## src/rtl/iir_out_quantizer.sv

```systemverilog
// iir_out_quantizer
// Takes the wide signed result of the upstream IIR stage and rounds it
// half-up by SHIFT bits, then clamps it to a signed byte. The result goes
// into a small output FIFO. Admission is credit-based: a sample is accepted
// only if the FIFO can hold it together with every sample still in the
// pipeline, so no sample is ever dropped. Saturation events are counted in
// a sticky, non-wrapping counter that can be cleared.
module iir_out_quantizer #(
    parameter int SHIFT = 4,
    parameter int DEPTH = 4
) (
    input  logic        clk,
    input  logic        rst_n,
    input  logic [25:0] in_data,
    input  logic        in_valid,
    output logic        in_ready,
    output logic [7:0]  out_data,
    output logic        out_valid,
    input  logic        out_ready,
    input  logic        sat_clr,
    output logic [15:0] sat_count,
    output logic        sat_flag
);

    localparam int AW = (DEPTH > 1) ? $clog2(DEPTH) : 1;
    localparam int CW = AW + 1;
    localparam logic signed [26:0] RND  = 27'sd1 <<< (SHIFT - 1);
    localparam logic signed [26:0] MAXV = 27'sd127;
    localparam logic signed [26:0] MINV = -27'sd128;
    localparam logic [CW+1:0]      DEPTH_V = (CW + 2)'(DEPTH);

    logic                run;
    logic                s1_valid;
    logic signed [26:0]  s1_r;
    logic                s2_valid;
    logic [7:0]          s2_data;
    logic                s2_sat;

    logic [7:0]          mem [DEPTH];
    logic [AW-1:0]       wr_ptr;
    logic [AW-1:0]       rd_ptr;
    logic [CW-1:0]       count;

    logic signed [26:0]  in_sum;
    logic signed [26:0]  in_r;
    logic                sat_hi;
    logic                sat_lo;
    logic [CW+1:0]       occupancy;
    logic                in_fire;
    logic                push;
    logic                pop;
    logic                sat_evt;

    // Round half-up with a sign-extended add one bit wider than the input,
    // then clamp detection on the registered stage-1 result.
    always_comb begin
        in_sum = $signed({in_data[25], in_data}) + RND;
        in_r   = in_sum >>> SHIFT;
        sat_hi = (s1_r > MAXV);
        sat_lo = (s1_r < MINV);
    end

    // Handshake and occupancy: in-flight samples reserve FIFO slots.
    always_comb begin
        occupancy = {2'b00, count}
                  + {{(CW+1){1'b0}}, s1_valid}
                  + {{(CW+1){1'b0}}, s2_valid};
        in_ready  = run && (occupancy < DEPTH_V);
        in_fire   = in_valid && in_ready;
        push      = s2_valid;
        out_valid = (count != '0);
        pop       = out_valid && out_ready;
        out_data  = out_valid ? mem[rd_ptr] : 8'h00;
        sat_evt   = s2_valid && s2_sat;
    end

    // One cycle of blocked input after reset release before admitting samples.
    always_ff @(posedge clk or negedge rst_n) begin
        if (!rst_n) run <= 1'b0;
        else        run <= 1'b1;
    end

    // Stage 1: registered rounding shift with its valid bit.
    always_ff @(posedge clk or negedge rst_n) begin
        if (!rst_n) begin
            s1_valid <= 1'b0;
            s1_r     <= '0;
        end else begin
            s1_valid <= in_fire;
            if (in_fire) s1_r <= in_r;
        end
    end

    // Stage 2: registered saturation to a signed byte, with a clamp marker.
    always_ff @(posedge clk or negedge rst_n) begin
        if (!rst_n) begin
            s2_valid <= 1'b0;
            s2_data  <= '0;
            s2_sat   <= 1'b0;
        end else begin
            s2_valid <= s1_valid;
            if (s1_valid) begin
                if (sat_hi)      s2_data <= 8'h7F;
                else if (sat_lo) s2_data <= 8'h80;
                else             s2_data <= s1_r[7:0];
                s2_sat <= sat_hi || sat_lo;
            end
        end
    end

    // FIFO storage; contents are only visible through a non-zero count.
    always_ff @(posedge clk) begin
        if (push) mem[wr_ptr] <= s2_data;
    end

    // FIFO pointers wrap naturally at the power-of-two depth.
    always_ff @(posedge clk or negedge rst_n) begin
        if (!rst_n) begin
            wr_ptr <= '0;
            rd_ptr <= '0;
            count  <= '0;
        end else begin
            if (push) wr_ptr <= wr_ptr + 1'b1;
            if (pop)  rd_ptr <= rd_ptr + 1'b1;
            case ({push, pop})
                2'b10:   count <= count + 1'b1;
                2'b01:   count <= count - 1'b1;
                default: count <= count;
            endcase
        end
    end

    // Saturation statistics: clear wins over history but not over a new event.
    always_ff @(posedge clk or negedge rst_n) begin
        if (!rst_n) begin
            sat_count <= '0;
            sat_flag  <= 1'b0;
        end else if (sat_clr) begin
            sat_count <= sat_evt ? 16'd1 : 16'd0;
            sat_flag  <= sat_evt;
        end else if (sat_evt) begin
            if (sat_count != 16'hFFFF) sat_count <= sat_count + 16'd1;
            sat_flag <= 1'b1;
        end
    end

endmodule

```

## config.mk

```make
export PLATFORM = sky130hd
export DESIGN_NAME = iir_out_quantizer
export DESIGN_NICKNAME = d
export VERILOG_FILES = /design/src/rtl/iir_out_quantizer.sv
export SDC_FILE = /design/constraint.sdc
export NUM_CORES = 1
export LEC_CHECK = 0
export ABC_CLOCK_PERIOD_IN_PS = 3800
export BUFFER_PORTS_ARGS = -buffer_cell sky130_fd_sc_hd__buf_4
export CORE_MARGIN = 5
export CORE_UTILIZATION = 60
export DETAILED_ROUTE_END_ITERATION = 7
export GPL_ROUTABILITY_DRIVEN = 0
export PLACE_DENSITY = 0.94
export SYNTH_ARGS = -nofsm -noshare
export SYNTH_HDL_FRONTEND = slang
export SYNTH_SLANG_ARGS = --single-unit
```

## constraint.sdc

```tcl
create_clock -name clk -period 3.8 [get_ports clk]
set_clock_uncertainty 0.05 [all_clocks]
set_input_delay 0.76 -clock clk [delete_from_list [all_inputs] [get_ports clk]]
set_output_delay 0.76 -clock clk [all_outputs]
set_load 0.02 [all_outputs]
```

* After elaboration in Yosys (flattened, before gate mapping)
Memory sizes are Yosys's and may differ from the RTL's.
Index checks and enable logic that the tools add are counted.
** Word-level totals
- Register bits after elaboration :: 59
- Bits in writable memories :: 32
- Input bits :: 31
- Output and inout bits :: 27
- Logic and storage cells :: 48
- Memories kept :: 1
** Memories
- mem :: words 4, bits a word 8, rd ports 1, clocked after memory_dff 0, wr ports 1, line 39 : logic [7:0] mem [DEPTH];
** Cells by class
- Add/subtract/negate cells :: 8
- Order comparisons :: 3
- Equality and inequality tests :: 3
- Muxes and demuxes :: 12
- Reductions and logical operators :: 10
** Operator list (number)
- $mux W16 :: 3
- $add A26 B5 Y27 const B :: 1
- $mux W8 :: 3
- $gt A23 B8 Y1 const B :: 1
- $lt A23 B8 Y1 const B :: 1
- $add A16 B1 Y16 const B :: 1
- $ne A16 B16 Y1 const B :: 1
- $pmux W3 S2 :: 1
- $reduce_bool A2 Y1 :: 3
- $add A4 B1 Y5 :: 1
- $lt A5 B3 Y1 const B :: 1
- $mux W1 :: 5
- $add A2 B1 Y2 const B :: 2
- $add A3 B1 Y4 :: 1
- $logic_and A1 B1 Y1 :: 4
- $add A3 B1 Y3 const B :: 1
- $reduce_bool A3 Y1 :: 1
- $sub A3 B1 Y3 const B :: 1
- $eq A2 B1 Y1 const B :: 1
- $eq A2 B2 Y1 const B :: 1
- $reduce_and A2 Y1 :: 1
- $logic_or A1 B1 Y1 :: 1

* Longest topological paths before layout
- Word-level depth :: 5
- Mapped depth :: 9
- Mapped depth without buffers :: 8

* Worst setup path after synthesis
Ideal clock, no wire load.
- Path type :: register -> output
- Start :: register rd_ptr[0]
- End :: output port out_data[0]
- Arrival :: 1.565 ns
- Data required time :: 2.990 ns
- Setup slack :: 1.425 ns
- Stages on the path, launching flop included :: 4
- Path buffers :: 1
- Path through :: dfrtp_1 > clkbuf_1 > mux4_2 > and2_1
** Between the ends
- Cells in the longest elaborated chain, start to end :: 2
** RTL lines
- from (decl) :: line 41 : logic [AW-1:0] rd_ptr;
- from (signal assigned) :: line 124 : if (pop) rd_ptr <= rd_ptr + 1'b1;
- $mem_v2 Z4 W8
- $mux W8 :: line 73 : out_data = out_valid ? mem[rd_ptr] : 8'h00;
- to (decl) :: line 17 : output logic [7:0] out_data,
No other way between the ends.

* Final worst setup path
- Start :: register rd_ptr[0]
- End :: output port out_data[6]
Same word-level chain as after synthesis.

==> impl_metrics.csv <==
group,metric,value,unit
setup_path,critPathMaxFanout,10,
die,num_rows,31,
setup_path,r2r_setup_slack,1170,ps
power,peakVddDrop,0.264,mV
final_layout,fin_area,5000,um^2
global_routing,grt_first_pass_wirelength,14500,um
cts,ctsHoldBuffers,0,
setup_path,reg2reg_to,"s1_r[22]$_DFFE_PN0P_",
synthesis,synth-main-ff-cell,"sky130_fd_sc_hd__dfrtp_1",
setup_path,timing.critical_path.from_type,"register",
run,drv.max_cap_violation_count,0,
cts,cts_tree,"built",
die,floorplan.die_area,9000,um^2
worst_hold_path,hold_class,"input pin to asynchronous set/reset pin",
setup_path,worstReg2RegStart,"push$_DFF_PN0_",
drt,wl_per_cell,16.2,um
global_routing,antenna_violations_before_repair,0,
synthesis,synth-async-reset-ratio,64.8,%
sta,number_of_setup_violations_in_the_final_report,0,
global_routing,grt.overflow.total,0,
cts,ctsLongestPathBuffers,2,
setup_path,critical_path.slowest_cell,"sky130_fd_sc_hd__dfrtp_1",
sta,worst_slack,1020,ps
sta,timing.max_slew.rel_slack,19.7,%
die,core-area,7140,um^2
die,io-pin-count,58,
die,initial_utilization,60.5,%
setup_path,critPathRequiredTime,2990,ps
place,placed_area,4810,um^2
final_layout,final-instance-count-excl-fill,542,
synthesis,synthesis.instances,386,
power,power_density,616,nW/um^2
setup_path,critical_path_cell_by_cell,"mux4_2, and2_1, buf_4",
final_layout,fillers,533,
cts,number_of_cts_inserted_buffers,9,
global_routing,grt_max_degree,60,
final_layout,utilization,70.1,%
setup_path,timing_worst_setup_path_type,"register to output port",
synthesis,synth_top_area_share,34.2,%
synthesis,synthTopCellsByArea,"sky130_fd_sc_hd__dfrtp_1 (34%), sky130_fd_sc_hd__edfxtp_1 (22%), sky130_fd_sc_hd__a21oi_1 (4.2%), sky130_fd_sc_hd__mux4_2 (4.2%), sky130_fd_sc_hd__nor2_1 (3.0%)",
synthesis,synth.distinct_cells,44,
die,die_w,94.9,um
sta,fin_setup_tns,0,ps
cts,cts-htree-levels,3,
sta,max_freq,0.360,GHz
cts,path_clk_slew,90,ps
synthesis,yosys_reg_bits,91,
final_layout,syn_to_final_growth,15.7,%
sta,final-max-slew-violation-count,0,
drt,totalWireLength,8800,um
global_routing,grt_usage,20.9,%
cts,cts_sinks,91,
power,leakage,1.95,nW
die,die_height,94.9,um
cts,post-cts-setup-buffer-count,0,
sta,setup_repair_after_global_routing_missed_its_margin,"no",
synthesis,syn-cell-area,4320,um^2
place,dp.final_hpwl,6270,um
synthesis,syn-mean-instance-area,11.2,um^2
drt,detail_route.vias_per_cell,5.81,
synthesis,synth.yosys.seq_area_share,56.4,%
place,placed_cells_incl_taps,526,
setup_path,timing.critical_path.arrival,1970,ps
power,report.power.total,3.08,mW
global_routing,first_global_vias,3016,
place,port-buffer-count,54,
drt,route.vias.total,3149,
final_layout,nets,478,
sta,fin_crit_sh,73.1,%
synthesis,synth-edff-count,32,
sta,worst-slew-pin-transition,1190,ps
final_layout,antennaDiodeCount,0,
cts,cts.repair.resized,0,
drt,ant_nets,0,
setup_path,worst_setup_end_kind,"output port",
setup_path,worstRegToRegCells,6,
place,place_worst_setup_slack,1110,ps
sta,fin_worst_hold_slack,411,ps
drt,drt_pass_1_iters,4,
cts,clock_insertion_delay_worst_skew,350,ps
final_layout,final_layout_size_suffix_gt1_share,19.9,%
outcome,status,"finished clean",
synthesis,mappedNetlistNets,426,
cts,clockRootBuffer,"sky130_fd_sc_hd__clkbuf_8",
drt,drt_first_iter_violations,231,
synthesis,yosys_warnings,0,
synthesis,synth_top_area_cell,"sky130_fd_sc_hd__dfrtp_1",
sta,timing.final.hold_violations,0,
sta,min_period,2780,ps
drt,drc,0,
setup_path,critPathMaxStageDelay,720,ps
registers in the layout, indices dropped and copies added, names as in the netlist, 2 cells and up:
| signal | cells |
|---|---|
| sat_count | 16 |
| wr_ptr | 2 |
| s1_r | 23 |
| mem | 32 |
| rd_ptr | 2 |
| count | 3 |
| s2_data | 8 |
critical path, delay by kind of cell (launching register included):
kind	cells	cell delay (ps)
buffers and inverters	1	150
flip-flops	1	720
multiplexers	1	580
AND/OR/NAND/NOR	1	170
synthesized netlist by cell type (2+ instances only):
library cell               instances
sky130_fd_sc_hd__or2_2             2
sky130_fd_sc_hd__inv_1            18
sky130_fd_sc_hd__nand4b_1          2
sky130_fd_sc_hd__dfrtp_1          59
sky130_fd_sc_hd__xnor2_1          13
sky130_fd_sc_hd__and4_1            3
sky130_fd_sc_hd__nand3_1          10
sky130_fd_sc_hd__clkbuf_1         13
sky130_fd_sc_hd__nor3_1            4
sky130_fd_sc_hd__a21oi_1          36
sky130_fd_sc_hd__or4_1            10
sky130_fd_sc_hd__o31ai_1           6
sky130_fd_sc_hd__nand4_1          13
sky130_fd_sc_hd__nor2b_1           3
sky130_fd_sc_hd__o21ai_0          19
sky130_fd_sc_hd__edfxtp_1         32
sky130_fd_sc_hd__nor4_1            5
sky130_fd_sc_hd__mux2_2            3
sky130_fd_sc_hd__o41ai_1           2
sky130_fd_sc_hd__xor2_1            6
sky130_fd_sc_hd__a31oi_1           8
sky130_fd_sc_hd__nor2_1           35
sky130_fd_sc_hd__ha_1              8
sky130_fd_sc_hd__and2_1           13
sky130_fd_sc_hd__mux4_2            8
sky130_fd_sc_hd__or3_1            17
sky130_fd_sc_hd__a21o_1            2
sky130_fd_sc_hd__nand2_1          20
metal layers:
| layer | track usage [%] | wire, um | vias up |
|---|---|---|---|
| li1 | - | - | 1522 |
| met1 | 27.4 | 3720 | 1547 |
| met2 | 35.6 | 4730 | 74 |
| met3 | 3.03 | 273 | 6 |
| met4 | 7.57 | 80 | 0 |
| met5 | 0 | 0 | - |
cell usage in the layout, fill, tap and decap left out, types with 3 or more instances in the layout:
cell,n
sky130_fd_sc_hd__a21oi_1,36
sky130_fd_sc_hd__a31oi_1,8
sky130_fd_sc_hd__and2_1,13
sky130_fd_sc_hd__and4_1,3
sky130_fd_sc_hd__buf_4,56
sky130_fd_sc_hd__clkbuf_8,9
sky130_fd_sc_hd__dfrtp_1,59
sky130_fd_sc_hd__edfxtp_1,32
sky130_fd_sc_hd__ha_1,8
sky130_fd_sc_hd__inv_1,18
sky130_fd_sc_hd__mux2_2,3
sky130_fd_sc_hd__mux4_2,8
sky130_fd_sc_hd__nand2_1,20
sky130_fd_sc_hd__nand3_1,10
sky130_fd_sc_hd__nand4_1,13
sky130_fd_sc_hd__nor2_1,35
sky130_fd_sc_hd__nor2b_1,3
sky130_fd_sc_hd__nor3_1,4
sky130_fd_sc_hd__nor4_1,5
sky130_fd_sc_hd__o21ai_0,19
sky130_fd_sc_hd__o31ai_1,6
sky130_fd_sc_hd__or3_1,17
sky130_fd_sc_hd__or4_1,10
sky130_fd_sc_hd__xnor2_1,13
sky130_fd_sc_hd__xor2_1,6
worst max path at each step:
stage	from	endpoint	slack [ps]	cells past startpoint
2_1_floorplan	rd_ptr[0]$_DFFE_PN0N_	out_data[0]	1420	3
3_3_place_gp	in_data[3]	s1_r[17]$_DFFE_PN0P_	1230	6
3_5_place_dp	sat_clr	sat_count[5]$_DFFE_PN0P_	1110	5
4_1_cts	rd_ptr[0]$_DFFE_PN0N_	out_data[6]	960	3
5_1_grt	rd_ptr[0]$_DFFE_PN0N_	out_data[4]	880	3
6_report	rd_ptr[0]$_DFFE_PN0N_	out_data[6]	1020	3
cells by family (layout without fill, tap and decap cells):
kind of cell | count (synthesis) | after routing | synth area share (%)
and+or+nand+nor | 143 | 143 | 18.2
DFF | 91 | 91 | 56.4
AOI/OAI and AO/OA | 78 | 78 | 10.5
buffers and inverters | 33 | 90 | 3.04
xor gates and xnor gates | 19 | 19 | 3.85
muxes | 12 | 12 | 5.18
adders and majority gates | 9 | 9 | 2.78
other | 1 | 1 | 0.0868
where the power goes:
group	switching (mW)	internal (mW)
sequential	0.262	1.30
combinational	0.454	0.423
clock	0.336	0.302
layout make-up:
| type | count | area [um^2] | share of cell area [%] |
|---|---|---|---|
| timing repair buffer | 56 | 420 | 8.41 |
| inverter | 18 | 67.6 | 1.35 |
| tap | 99 | 124 | 2.48 |
| multi-input combinational | 262 | 1760 | 35.2 |
| clock buffer | 9 | 124 | 2.48 |
| sequential | 91 | 2440 | 48.7 |
| clock inverter | 7 | 67.6 | 1.35 |
Note: power is estimated with default switching activity, not from simulation.
